**config.mk**
```make
export PLATFORM = sky130hd
export DESIGN_NAME = fetch_queue_flat
export DESIGN_NICKNAME = d
export VERILOG_FILES = /design/src/rtl/fetch_queue_if.sv /design/src/rtl/fetch_queue.sv /design/src/flat_wrapper.sv
export SDC_FILE = /design/constraint.sdc
export NUM_CORES = 1
export LEC_CHECK = 0
export CORE_MARGIN = 2
export CORE_UTILIZATION = 38
export CTS_CLUSTER_SIZE = 14
export DETAILED_ROUTE_END_ITERATION = 10
export SLEW_MARGIN = 20
export SYNTH_ARGS = -nofsm -noshare
export SYNTH_HDL_FRONTEND = slang
export SYNTH_SLANG_ARGS = --single-unit
```
**constraint.sdc**
```tcl
create_clock -name clk_i -period 4.7 [get_ports clk_i]
set_clock_uncertainty 0.15 [all_clocks]
set_input_delay 0.47 -clock clk_i [delete_from_list [all_inputs] [get_ports clk_i]]
set_output_delay 0.47 -clock clk_i [all_outputs]
set_load 0.005 [all_outputs]
```
**src/rtl/fetch_queue_if.sv**
```systemverilog
// Fetch front-end bus: instruction-memory request port, redirect input and the
// decode-side valid/ready head-of-queue port, bundled for the fetch queue.
interface fetch_queue_if #(
  parameter int XLEN  = 32,
  parameter int DEPTH = 4
);
  localparam int CW = $clog2(DEPTH + 1);

  logic            start_i;
  logic            imem_req_o;
  logic [XLEN-1:0] imem_addr_o;
  logic [31:0]     imem_data_i;
  logic            imem_valid_i;
  logic            redirect_i;
  logic [XLEN-1:0] redirect_pc_i;
  logic            instr_valid_o;
  logic            instr_ready_i;
  logic [31:0]     instr_o;
  logic [XLEN-1:0] pc_o;
  logic [CW-1:0]   count_o;

  // Fetch unit side
  modport master (
    input  start_i, imem_data_i, imem_valid_i, redirect_i, redirect_pc_i, instr_ready_i,
    output imem_req_o, imem_addr_o, instr_valid_o, instr_o, pc_o, count_o
  );

  // Environment side (memory, decode, redirect source)
  modport slave (
    output start_i, imem_data_i, imem_valid_i, redirect_i, redirect_pc_i, instr_ready_i,
    input  imem_req_o, imem_addr_o, instr_valid_o, instr_o, pc_o, count_o
  );
endinterface

```
**src/rtl/fetch_queue.sv**
```systemverilog
// Instruction-fetch front end: owns the PC, issues imem reads, buffers up to
// DEPTH fetched {instruction, PC} pairs and hands them to decode. A redirect
// flushes everything and restarts fetch at the (word-aligned) redirect PC.
module fetch_queue #(
  parameter int              XLEN     = 32,
  parameter int              DEPTH    = 4,
  parameter logic [XLEN-1:0] RESET_PC = '0
) (
  input  logic          clk_i,
  input  logic          rst_i,
  fetch_queue_if.master bus
);
  localparam int PW = $clog2(DEPTH);
  localparam int CW = $clog2(DEPTH + 1);

  logic [XLEN-1:0] r_pc;
  logic [PW-1:0]   r_rd;
  logic [PW-1:0]   r_wr;
  logic [CW-1:0]   r_count;
  logic [31:0]     r_instr [DEPTH];
  logic [XLEN-1:0] r_pcq   [DEPTH];

  logic            w_full;
  logic            w_empty;
  logic            w_req;
  logic            w_push;
  logic            w_pop;
  logic [XLEN-1:0] w_redirect_pc;

  // Handshake decode; requests depend only on registered state, never on decode ready
  always_comb begin
    w_full        = (r_count == CW'(DEPTH));
    w_empty       = (r_count == {CW{1'b0}});
    w_req         = rst_i & bus.start_i & ~bus.redirect_i & ~w_full;
    w_push        = w_req & bus.imem_valid_i;
    w_pop         = ~w_empty & bus.instr_ready_i & ~bus.redirect_i;
    w_redirect_pc = bus.redirect_pc_i & ~XLEN'(3);
  end

  // PC, pointers and occupancy; redirect overrides any push or pop
  always_ff @(posedge clk_i or negedge rst_i) begin
    if (!rst_i) begin
      r_pc    <= RESET_PC;
      r_rd    <= {PW{1'b0}};
      r_wr    <= {PW{1'b0}};
      r_count <= {CW{1'b0}};
    end else if (bus.redirect_i) begin
      r_pc    <= w_redirect_pc;
      r_rd    <= {PW{1'b0}};
      r_wr    <= {PW{1'b0}};
      r_count <= {CW{1'b0}};
    end else begin
      if (w_push) begin
        r_pc <= r_pc + XLEN'(4);
        r_wr <= r_wr + PW'(1);
      end
      if (w_pop) begin
        r_rd <= r_rd + PW'(1);
      end
      case ({w_push, w_pop})
        2'b10:   r_count <= r_count + CW'(1);
        2'b01:   r_count <= r_count - CW'(1);
        default: r_count <= r_count;
      endcase
    end
  end

  // Entry storage; contents are only observable while counted as occupied
  always_ff @(posedge clk_i) begin
    if (w_push) begin
      r_instr[r_wr] <= bus.imem_data_i;
      r_pcq[r_wr]   <= r_pc;
    end
  end

  // Output drive: head entry straight from storage, zeroed when empty
  always_comb begin
    bus.imem_req_o    = w_req;
    bus.imem_addr_o   = r_pc;
    bus.count_o       = r_count;
    bus.instr_valid_o = ~w_empty;
    if (w_empty) begin
      bus.instr_o = 32'h0000_0000;
      bus.pc_o    = {XLEN{1'b0}};
    end else begin
      bus.instr_o = r_instr[r_rd];
      bus.pc_o    = r_pcq[r_rd];
    end
  end
endmodule

```
**src/flat_wrapper.sv**
```systemverilog
// flat-port wrapper written by rule: the top's interface ports become plain ports
module fetch_queue_flat 
#(
  parameter int              XLEN     = 32,
  parameter int              DEPTH    = 4,
  parameter logic [XLEN-1:0] RESET_PC = '0
)
  (clk_i, rst_i, bus_start_i, bus_imem_data_i, bus_imem_valid_i, bus_redirect_i, bus_redirect_pc_i, bus_instr_ready_i, bus_imem_req_o, bus_imem_addr_o, bus_instr_valid_o, bus_instr_o, bus_pc_o, bus_count_o);
  fetch_queue_if #(.XLEN(XLEN), .DEPTH(DEPTH)) bus_i ();
  input  logic clk_i;
  input  logic rst_i;
  input wire logic [$bits(bus_i.start_i)-1:0] bus_start_i;
  input wire logic [$bits(bus_i.imem_data_i)-1:0] bus_imem_data_i;
  input wire logic [$bits(bus_i.imem_valid_i)-1:0] bus_imem_valid_i;
  input wire logic [$bits(bus_i.redirect_i)-1:0] bus_redirect_i;
  input wire logic [$bits(bus_i.redirect_pc_i)-1:0] bus_redirect_pc_i;
  input wire logic [$bits(bus_i.instr_ready_i)-1:0] bus_instr_ready_i;
  output wire logic [$bits(bus_i.imem_req_o)-1:0] bus_imem_req_o;
  output wire logic [$bits(bus_i.imem_addr_o)-1:0] bus_imem_addr_o;
  output wire logic [$bits(bus_i.instr_valid_o)-1:0] bus_instr_valid_o;
  output wire logic [$bits(bus_i.instr_o)-1:0] bus_instr_o;
  output wire logic [$bits(bus_i.pc_o)-1:0] bus_pc_o;
  output wire logic [$bits(bus_i.count_o)-1:0] bus_count_o;
  assign bus_i.start_i = bus_start_i;
  assign bus_i.imem_data_i = bus_imem_data_i;
  assign bus_i.imem_valid_i = bus_imem_valid_i;
  assign bus_i.redirect_i = bus_redirect_i;
  assign bus_i.redirect_pc_i = bus_redirect_pc_i;
  assign bus_i.instr_ready_i = bus_instr_ready_i;
  assign bus_imem_req_o = bus_i.imem_req_o;
  assign bus_imem_addr_o = bus_i.imem_addr_o;
  assign bus_instr_valid_o = bus_i.instr_valid_o;
  assign bus_instr_o = bus_i.instr_o;
  assign bus_pc_o = bus_i.pc_o;
  assign bus_count_o = bus_i.count_o;
  fetch_queue #(.XLEN(XLEN), .DEPTH(DEPTH), .RESET_PC(RESET_PC)) u_core (.clk_i(clk_i), .rst_i(rst_i), .bus(bus_i));
endmodule
```
# Word level (Yosys, flattened, before mapping)
# Memory sizes are Yosys's and may differ from the RTL's.
# Index checks and enable logic that the tools add are counted.
# totals
output_inout_bits	101
register_bits	39
input_bits	70
ram_bits	256
memories	2
# op_classes
add_sub_neg	5
muxes	12
n_eq_ne	3
reduce_logical	4
n_bitwise	9
# memory_table
name	words	width	read_ports	rd_ports_with_merged_regs	write_ports	line_no	rtl
u_core.r_instr	4	32	1	0	1	fetch_queue.sv:20	logic [31:0] r_instr [DEPTH];
u_core.r_pcq	4	32	1	0	1	fetch_queue.sv:21	logic [XLEN-1:0] r_pcq [DEPTH];
# ops
cell	n
2-to-1 mux 32 bit	4
adder 32 x 3 -> 32 bit (second input constant)	1
2-to-1 mux 2 bit	4
AND 1 bit	6
case mux 3 bit (2 select lines)	1
adder 2 x 1 -> 2 bit (second input constant)	2
nonzero test 2 bit	2
adder 3 x 1 -> 3 bit (second input constant)	1
== test 3 bit (second input constant)	1
zero test 3 bit	1
2-to-1 mux 3 bit	1
NOT 1 bit	3
nonzero test 3 bit	1
subtractor 3 x 1 -> 3 bit (second input constant)	1
== test 2 x 1 -> 1 bit (second input constant)	1
== test 2 bit (second input constant)	1
2-to-1 mux 1 bit	2

# Depth between registers and ports, before layout
# depth
depth_word	7
depth_mapped	7

# Least setup slack after synthesis
# Ideal clock, no wire load.
# synth_path
kind	input to register
startpoint	in bus_redirect_i
endpoint	mem u_core.r_instr[0][0] (enable)
slack_ps	1741
path_stages	3
arrival_time_ps	2382
t_required_ps	4123
setup_ps	427
n_path_buf	1
cell_sequence	and4b_1 > buf_4 > and3_1
# synth_between
elab_chain_len	6
# synth_lines
item	line_no	rtl
from (decl)	flat_wrapper.sv:15	input wire logic [$bits(bus_i.redirect_i)-1:0] bus_redirect_i;
NOT 1 bit	fetch_queue.sv:34	w_req = rst_i & bus.start_i & ~bus.redirect_i & ~w_full;
AND 1 bit (2 in a row)	fetch_queue.sv:34	
AND 1 bit	fetch_queue.sv:35	w_push = w_req & bus.imem_valid_i;
2-to-1 mux 1 bit	fetch_queue.sv:70	if (w_push) begin
2-to-1 mux 1 bit (not written as such)	fetch_queue.sv:71	r_instr[r_wr] <= bus.imem_data_i;
to (decl)	fetch_queue.sv:20	
# Every way passes these cells.

# Worst setup path after layout
# layout_path
startpoint	reg u_core.r_rd[0]
endpoint	out bus_pc_o[26]
# layout_between
elab_chain_len	2
# layout_lines
item	line_no	rtl
from (decl)	fetch_queue.sv:17	logic [PW-1:0] r_rd;
from (signal assigned)	fetch_queue.sv:44	r_rd <= {PW{1'b0}};
from (signal assigned)	fetch_queue.sv:49	r_rd <= {PW{1'b0}};
from (signal assigned)	fetch_queue.sv:58	r_rd <= r_rd + PW'(1);
memory read (4 x 32 bit)	-	
2-to-1 mux 32 bit	fetch_queue.sv:82	if (w_empty) begin
to (decl)	flat_wrapper.sv:22	output wire logic [$bits(bus_i.pc_o)-1:0] bus_pc_o;
# Every way passes these cells.

==> summary.md <==
| Metric | Value |
|---|---|
| Seq/Total Area, Yosys | 0.706 |
| Mux share of post-synthesis cell area | 0.122 |
| Crit path max fanout | 30 |
| Final worst path period share | 0.766 |
| # resized after CTS | 0 |
| Setup-failing EPs final | 0 |
| Fin Setup TNS | 0 ps |
| First-pass GRT wire length | 41400 um |
| DRC errors left | 0 |
| RSZ-0062 raised after global routing | no |
| Min Tclk post-route | 3600 ps |
| Slew Viols, Final | 0 |
| Synth warn | 0 |
| Area growth syn-to-layout | 25.8% |
| Synth Flop Type | edfxtp_1 |
| Clock sinks | 285 |
| Rows | 64 |
| Via/cell ratio | 5.36 |
| Reg-to-Reg Start | u_core.bus.count_o[0] |
| Die Area | 32600 um^2 |
| Total number of vias | 6813 |
| DRT Wirelength | 26800 um |
| Root buffer cell | clkbuf_16 |
| Xor/xnor share of the synthesized area | 0.00338 |
| Reg2reg setup slack | 2110 ps |
| Initial Utilization | 0.387 |
| Crit Path Class | reg2out |
| Type of the worst min-delay path | in2async |
| Post-Syn Area | 11900 um^2 |
| Routability cong. | 0.827 |
| Non-filler cells in the finished layout | 1271 |
| CP endpoint | bus_pc_o[26] |
| Largest net degree at the start of global routing | 64 |
| Crit start category | register |
| Final #Nets | 929 |
| CTS Buffer Depth | 3 |
| Compound-gate portion of the synthesized area | 0.0377 |
| Required @ worst endpoint | 4080 ps |
| Routed Antenna Nets | 0 |
| Wire per inst | 21.1 um |
| Most common cell after layout, fill and taps aside | edfxtp_1 |
| H-Tree Depth | 1 |
| Leakage | 4.88 nW |
| DP Wirelength | 16400 um |
| Fillers | 2612 |
| Most frequent cells in the layout | edfxtp_1, clkdlybuf4s50_1, and2_1, mux4_2, dfrtp_1 |
| Die height | 181 um |
| Synth cell types | 57 |
| Simple-gate area share of the yosys netlist | 0.100 |
| Yosys reg bits | 285 |
| Layout cells sized above 1 | 0.159 |
| IO buf count | 164 |
| Initial antenna violation count | 1 |
| Pwr per Cell Area | 471 nW/um^2 |
| DR iter-0 viols | 506 |
| # IOs | 171 |
| Post-synth EDFFs | 248 |
| Die span in x | 181 um |
| Area of the multi-input gates | 3240 um^2 |
| Worst setup EP type | output pin |
| WHS | 133 ps |
| Clock latency at the later pin of the worst-skew pair | 540 ps |
| Post-Place Cells | 1216 |
| Total gr overflow | 0 |
| Clock transition at path regs | 60 ps |
| Max-Cap Viols | 0 |
| Max IR drop VDD | 0.000288 V |
| Register Area | 8380 um^2 |
| DRT Pass-1 Iters | 5 |
| Number of global-route vias before repair | 6888 |
| GRT Total Usage | 0.164 |
| Core area | 30700 um^2 |
| Reg2reg path depth | 6 |
| Measured slew at the worst slew-check pin | 1040 ps |
| Status | finished clean |
| Crit. Startpoint | u_core.r_rd[0] |
| Final hold viol count | 0 |
| F_max | 0.278 GHz |
| CP Data Arrival Time | 2980 ps |
| Synth Area in Adders | 0.00697 |
| Worst slew margin | 0.306 |
| Total CTS buffers | 30 |
| Ys async rst share | 0.130 |
| Worst R2R End | u_core.bus.count_o[2] |
| Largest family of logic cells by synthesized area | multiplexers |
| CTS tree | built |
| Cells after synthesis | 684 |
| Avg Cell Area, Syn | 17.3 um^2 |
==> worst max-delay path, stage by stage (launching register included) <==
cell and delay (ps):
dfrtp_4 850, buf_4 410, mux4_2 530, and2_1 190
clkdlybuf4s50_1 450
==> cell usage after synthesis, types with 2 or more instances <==
cell type	instances	area share
a221o_1	5	0.0042
or3_1	5	0.0026
o21ai_0	10	0.0042
mux2_2	3	0.0028
mux4_2	62	0.12
ha_1	5	0.0053
edfxtp_1	248	0.63
a22oi_1	7	0.0044
nand2_1	34	0.011
and4_1	2	0.0015
and3_1	10	0.0053
or4_1	5	0.0032
nand3_1	29	0.012
buf_4	5	0.0032
and4_4	2	0.0019
nand4b_1	2	0.0015
nand4_1	14	0.0074
nor4_1	4	0.0021
buf_8	2	0.0025
o211ai_1	7	0.0044
o31ai_1	3	0.0019
a21oi_1	3	0.0013
nor2_1	12	0.0038
clkbuf_1	21	0.0066
a31oi_1	6	0.0032
buf_2	13	0.0055
dfrtp_1	37	0.078
nor3_1	11	0.0046
mux2i_1	2	0.0017
o311ai_0	11	0.0081
and2_1	67	0.035
inv_1	12	0.0038
==> final cells by class <==
class,count,share of cell area
antenna,1,0.000168
clock buffer,35,0.0530
clock inverter,18,0.0132
inverter,12,0.00302
timing repair buffer,177,0.118
sequential,285,0.562
tap,396,0.0332
multi-input combinational,347,0.217
==> routing by layer <==
layer  wire, um  vias up  track usage
met3       1910       48       0.0253
met5          0        -            0
met1      12400     3403        0.249
met4        712        0       0.0494
met2      11800      295        0.244
li1           -     3067            -
==> state kept, by name, summed over array words and instances, names as in the netlist <==
| signal | count |
|---|---|
| u_core.r_wr | 2 |
| u_core.r_rd | 2 |
| u_core.r_instr | 128 |
| u_core.bus.imem_addr_o | 30 |
| u_core.r_pcq | 120 |
| u_core.bus.count_o | 3 |
==> logic make-up after synthesis <==
kind of cell	Yosys count
mux	67
fa+ha+maj	6
other cells	1
buf+inv	55
compound gates	60
flops	285
xor+xnor	3
simple gates	207
==> metrics by stage <==
| stage | cell area, um^2 | utilization | setup WS, ps | power, mW |
|---|---|---|---|---|
| 2_1_floorplan | 11900 | - | 1740 | 3.84 |
| 3_3_place_gp | 13900 | 0.454 | 1200 | 4.77 |
| 3_5_place_dp | 13900 | 0.454 | 1160 | 4.78 |
| 4_1_cts | 14900 | 0.486 | 991 | 7.15 |
| 5_1_grt | 14900 | 0.486 | 896 | 7.36 |
| 6_report | 14900 | 0.486 | 1100 | 7.02 |
==> what timing repair did <==
action	in CTS	in global routing
endpoints found under the hold margin	37	0
buffers inserted	0	0
hold buffers	1	0
==> report_power, final <==
group	internal (mW)	switching [mW]
Combinational	1.02	0.623
Clock	1.41	0.938
Sequential	2.84	0.194
==> how the worst min path moves through the flow <==
| stage | from | end | slack, ps | cells after the start |
|---|---|---|---|---|
| after detailed placement | rst_i | u_core.bus.imem_addr_o[7] | 160 | 1 |
| final | rst_i | u_core.bus.imem_addr_o[2] | 130 | 2 |
| after global placement | rst_i | u_core.bus.imem_addr_o[3] | 160 | 1 |
| after floorplan | rst_i | u_core.bus.count_o[0] | 20 | 0 |
| after global routing | rst_i | u_core.bus.imem_addr_o[2] | 150 | 2 |
| after CTS | rst_i | u_core.bus.imem_addr_o[2] | 110 | 2 |
No activity file was read; power rests on OpenSTA's default activity.
==> RTL change 1, RTL diff (same flow settings) <==
Make the reset (`rst_i`) synchronous in one clocked block.
--- a/src/rtl/fetch_queue.sv
+++ b/src/rtl/fetch_queue.sv
@@ -39,5 +39,5 @@
 
   // PC, pointers and occupancy; redirect overrides any push or pop
-  always_ff @(posedge clk_i or negedge rst_i) begin
+  always_ff @(posedge clk_i) begin
     if (!rst_i) begin
       r_pc    <= RESET_PC;
Behaviour: differs if rst_i is asserted again (counterexample within 4 cycles, from zero or initial values and one cycle with rst_i low); with rst_i held inactive, the same outputs for 4 cycles.
==> RTL change 1 against the unedited design <==
Worst setup slack improved by 190 ps; synthesized area down 2.2%; synthesized cell count is 1.2% lower; die area fell by 2.2%; sequential cell count is 2 higher; utilization up 0.72 points; cell area is 1.1% lower; count of clock-buffer cells in the layout is 5 higher; wire length decreased by 3.1%.
Power is not compared: it rests on default switching activity, and its combinational part moved more than twofold at a synthesized area within 25%.
==> RTL change 1: results <==
{
  "place.gp.congestion": 0.7888,
  "highest_layer": "met5",
  "reg2reg_slack_ps": 1830,
  "wl_mm": 26.00,
  "drive_above_1_share_pct": 16.40,
  "period_share_pct": 72.46,
  "seq_area_um2": 8235,
  "viasPerCell": 5.313,
  "layout.nonclk_buf_share_pct": 12.07,
  "synth_compound_area_share_pct": 3.670,
  "cp_slowest_stage_delay_ps": 560,
  "post-place-ws_ps": 1450,
  "n_all_inverters": 13,
  "worst_ep_arrival_time_ps": 2790,
  "yosys.area_share.xor_xnor_pct": 0.4534,
  "cpMaxStageDelayCell": "dfxtp_4",
  "dieArea_um2": 31920,
  "synthMuxAreaShare_pct": 12.62,
  "wl_met3_mm": 1.682,
  "multi_input_area_share_pct": 21.26,
  "status": "finished, final reports clean",
  "path_max_fanout": 49,
  "clock_area_share_pct": 7.179,
  "drt_iter0_drc": 470,
  "avgSynthCellArea_um2": 17.15,
  "fin_nets": 924,
  "fillers": 2527,
  "hold_class": "input port to flop"
}
RTL change 1: cell count changes after synthesis, moves of 7 or more:
cell,change
a21oi_1,+17
and2_1,-61
dfrtp_1,-37
dfxtp_1,+39
nand3_1,-7
nor2_1,+11
nor2b_1,+62
o311ai_0,-9
RTL change 1: path summary, 6_finish.rpt:
kind	from	endpoint
max	flop	bus_pc_o[24]
min	bus_redirect_pc_i[15]	u_core.bus.imem_addr_o[15]
max reg2reg	u_core.bus.count_o[2]	u_core.bus.imem_addr_o[11]
min reg2reg	u_core.r_rd[1]	u_core.r_rd[1]
RTL change 1: power breakdown:
group / switching [mW] / internal, mW / total [mW]
Combinational: 0.0865 / 0.118 / 0.205
Clock: 0.974 / 1.50 / 2.47
Sequential: 0.0451 / 2.79 / 2.84
Total: 1.11 / 4.41 / 5.51
RTL change 1: metal layers:
layer | track usage (%) | up-vias
met5 | 0 | -
met3 | 3.011 | 37
met2 | 26.40 | 233
met4 | 3.930 | 2
met1 | 23.31 | 3421
li1 | - | 3012
==> RTL change 2, RTL diff (same flow settings) <==
Made on the original files. `XLEN` is set to 32 in 3 places; all go to 64.
--- a/src/rtl/fetch_queue_if.sv
+++ b/src/rtl/fetch_queue_if.sv
@@ -2,5 +2,5 @@
 // decode-side valid/ready head-of-queue port, bundled for the fetch queue.
 interface fetch_queue_if #(
-  parameter int XLEN  = 32,
+  parameter int XLEN  = 64,
   parameter int DEPTH = 4
 );
--- a/src/rtl/fetch_queue.sv
+++ b/src/rtl/fetch_queue.sv
@@ -3,5 +3,5 @@
 // flushes everything and restarts fetch at the (word-aligned) redirect PC.
 module fetch_queue #(
-  parameter int              XLEN     = 32,
+  parameter int              XLEN     = 64,
   parameter int              DEPTH    = 4,
   parameter logic [XLEN-1:0] RESET_PC = '0
--- a/src/flat_wrapper.sv
+++ b/src/flat_wrapper.sv
@@ -2,5 +2,5 @@
 module fetch_queue_flat 
 #(
-  parameter int              XLEN     = 32,
+  parameter int              XLEN     = 64,
   parameter int              DEPTH    = 4,
   parameter logic [XLEN-1:0] RESET_PC = '0
Interface: changed (resized bus_imem_addr_o, bus_pc_o and bus_redirect_pc_i); port bits go from 171 to 267. The function was not compared with the original's and may differ.
==> RTL change 2 against the unedited design <==
Sequential power up 55%; sequential cell count increased by 160; fmax down 3.1%; cell area up 59%; utilization increased by 0.14 points; clock power up 63%; synthesized area is 58% higher; total power is 62% higher; synthesized cell count up 69%; worst setup slack got worse by 120 ps; wire length increased by 84%; critical path type unchanged; critical path depth unchanged.
==> RTL change 2: results <==
{
  "hold_class": "input port to flop",
  "wl_met3_mm": 3.212,
  "dp_hpwl_mm": 30.91,
  "power_leakage_nw": 7.783,
  "grtUsageMet1_pct": 27.63,
  "p_sw_mw": 2.989,
  "drive_above_1_share_pct": 14.37,
  "layout.cells.non_filler": 2125,
  "path_max_fanout": 27,
  "place.gp.congestion": 0.7923,
  "placed_cells": 2036,
  "worst_ep_arrival_time_ps": 3090,
  "fin_nets": 1532,
  "wl_met1_mm": 22.26,
  "diodes": 0,
  "synth_cell_type_count": 54,
  "r2r-start": "u_core.bus.imem_addr_o[35]",
  "status": "finished, final reports clean",
  "antenna_found_initial": 0,
  "grt_use_met2_pct": 30.29,
  "largest_reg_flops": 248,
  "gr-usage-all-layers_pct": 19.43,
  "synth_edf_count": 376,
  "async_reset_ff_share_pct": 15.51,
  "dpl_cell_area_um2": 22160,
  "numCtsBuffers": 48,
  "portBuffers": 260,
  "htree_num_levels": 2,
  "vias": 11659,
  "tightest_slew_ps": 937.0,
  "grt_max_degree": 97,
  "met2_length_mm": 22.76
}
[RTL change 2: cell count changes after synthesis, sizes merged, moves of 22 or more]
cell    before  now
edfxtp     248  376
nor2        13   35
mux4        62   94
and2        67  103
nand2       35   95
nand4       15   39
clkbuf      21   50
dfrtp       37   69
[RTL change 2: how the worst max path moves through the flow]
stage | cells after the start | slack (ps) | from | end
5_1_grt | 4 | 760 | u_core.r_rd[0] | bus_instr_o[23]
2_1_floorplan | 7 | 110 | bus_redirect_i | u_core.r_instr[1][0]
6_report | 4 | 990 | u_core.r_rd[0] | bus_instr_o[23]
3_3_place_gp | 5 | 1310 | u_core.bus.imem_addr_o[35] | u_core.bus.imem_addr_o[52]
4_1_cts | 4 | 860 | u_core.r_rd[0] | bus_instr_o[23]
3_5_place_dp | 5 | 1160 | u_core.bus.imem_addr_o[35] | u_core.bus.imem_addr_o[52]
[RTL change 2: layout make-up]
type                            count  area, um^2
Timing Repair Buffer              286        2880
Tap cell                          664       830.8
Clock inverter                     25       271.5
Clock buffer                       62        1315
Inverter                           20       75.07
Multi-Input combinational cell    623        5380
Fill cell                        4199       24970
Sequential cell                   445       13030
[RTL change 2: logic make-up after synthesis]
logic type / share of synthesized area, %
and+or+nand+nor: 11.32
xor gates and xnor gates: 0.3274
DFF: 69.51
AOI/OAI and AO/OA: 4.744
muxes: 11.68
buffers and inverters: 1.958
adders and majority gates: 0.4409
other: 0.02002
[RTL change 2: power groups by stage]
stage	logic, mW	registers [mW]	clock network [mW]
floorplan	1.41	4.64	0
global placement	2.90	4.78	0
global route	3.11	4.74	4.06
CTS	2.93	4.71	3.91
finish	2.88	4.71	3.82
detailed placement	2.91	4.79	0
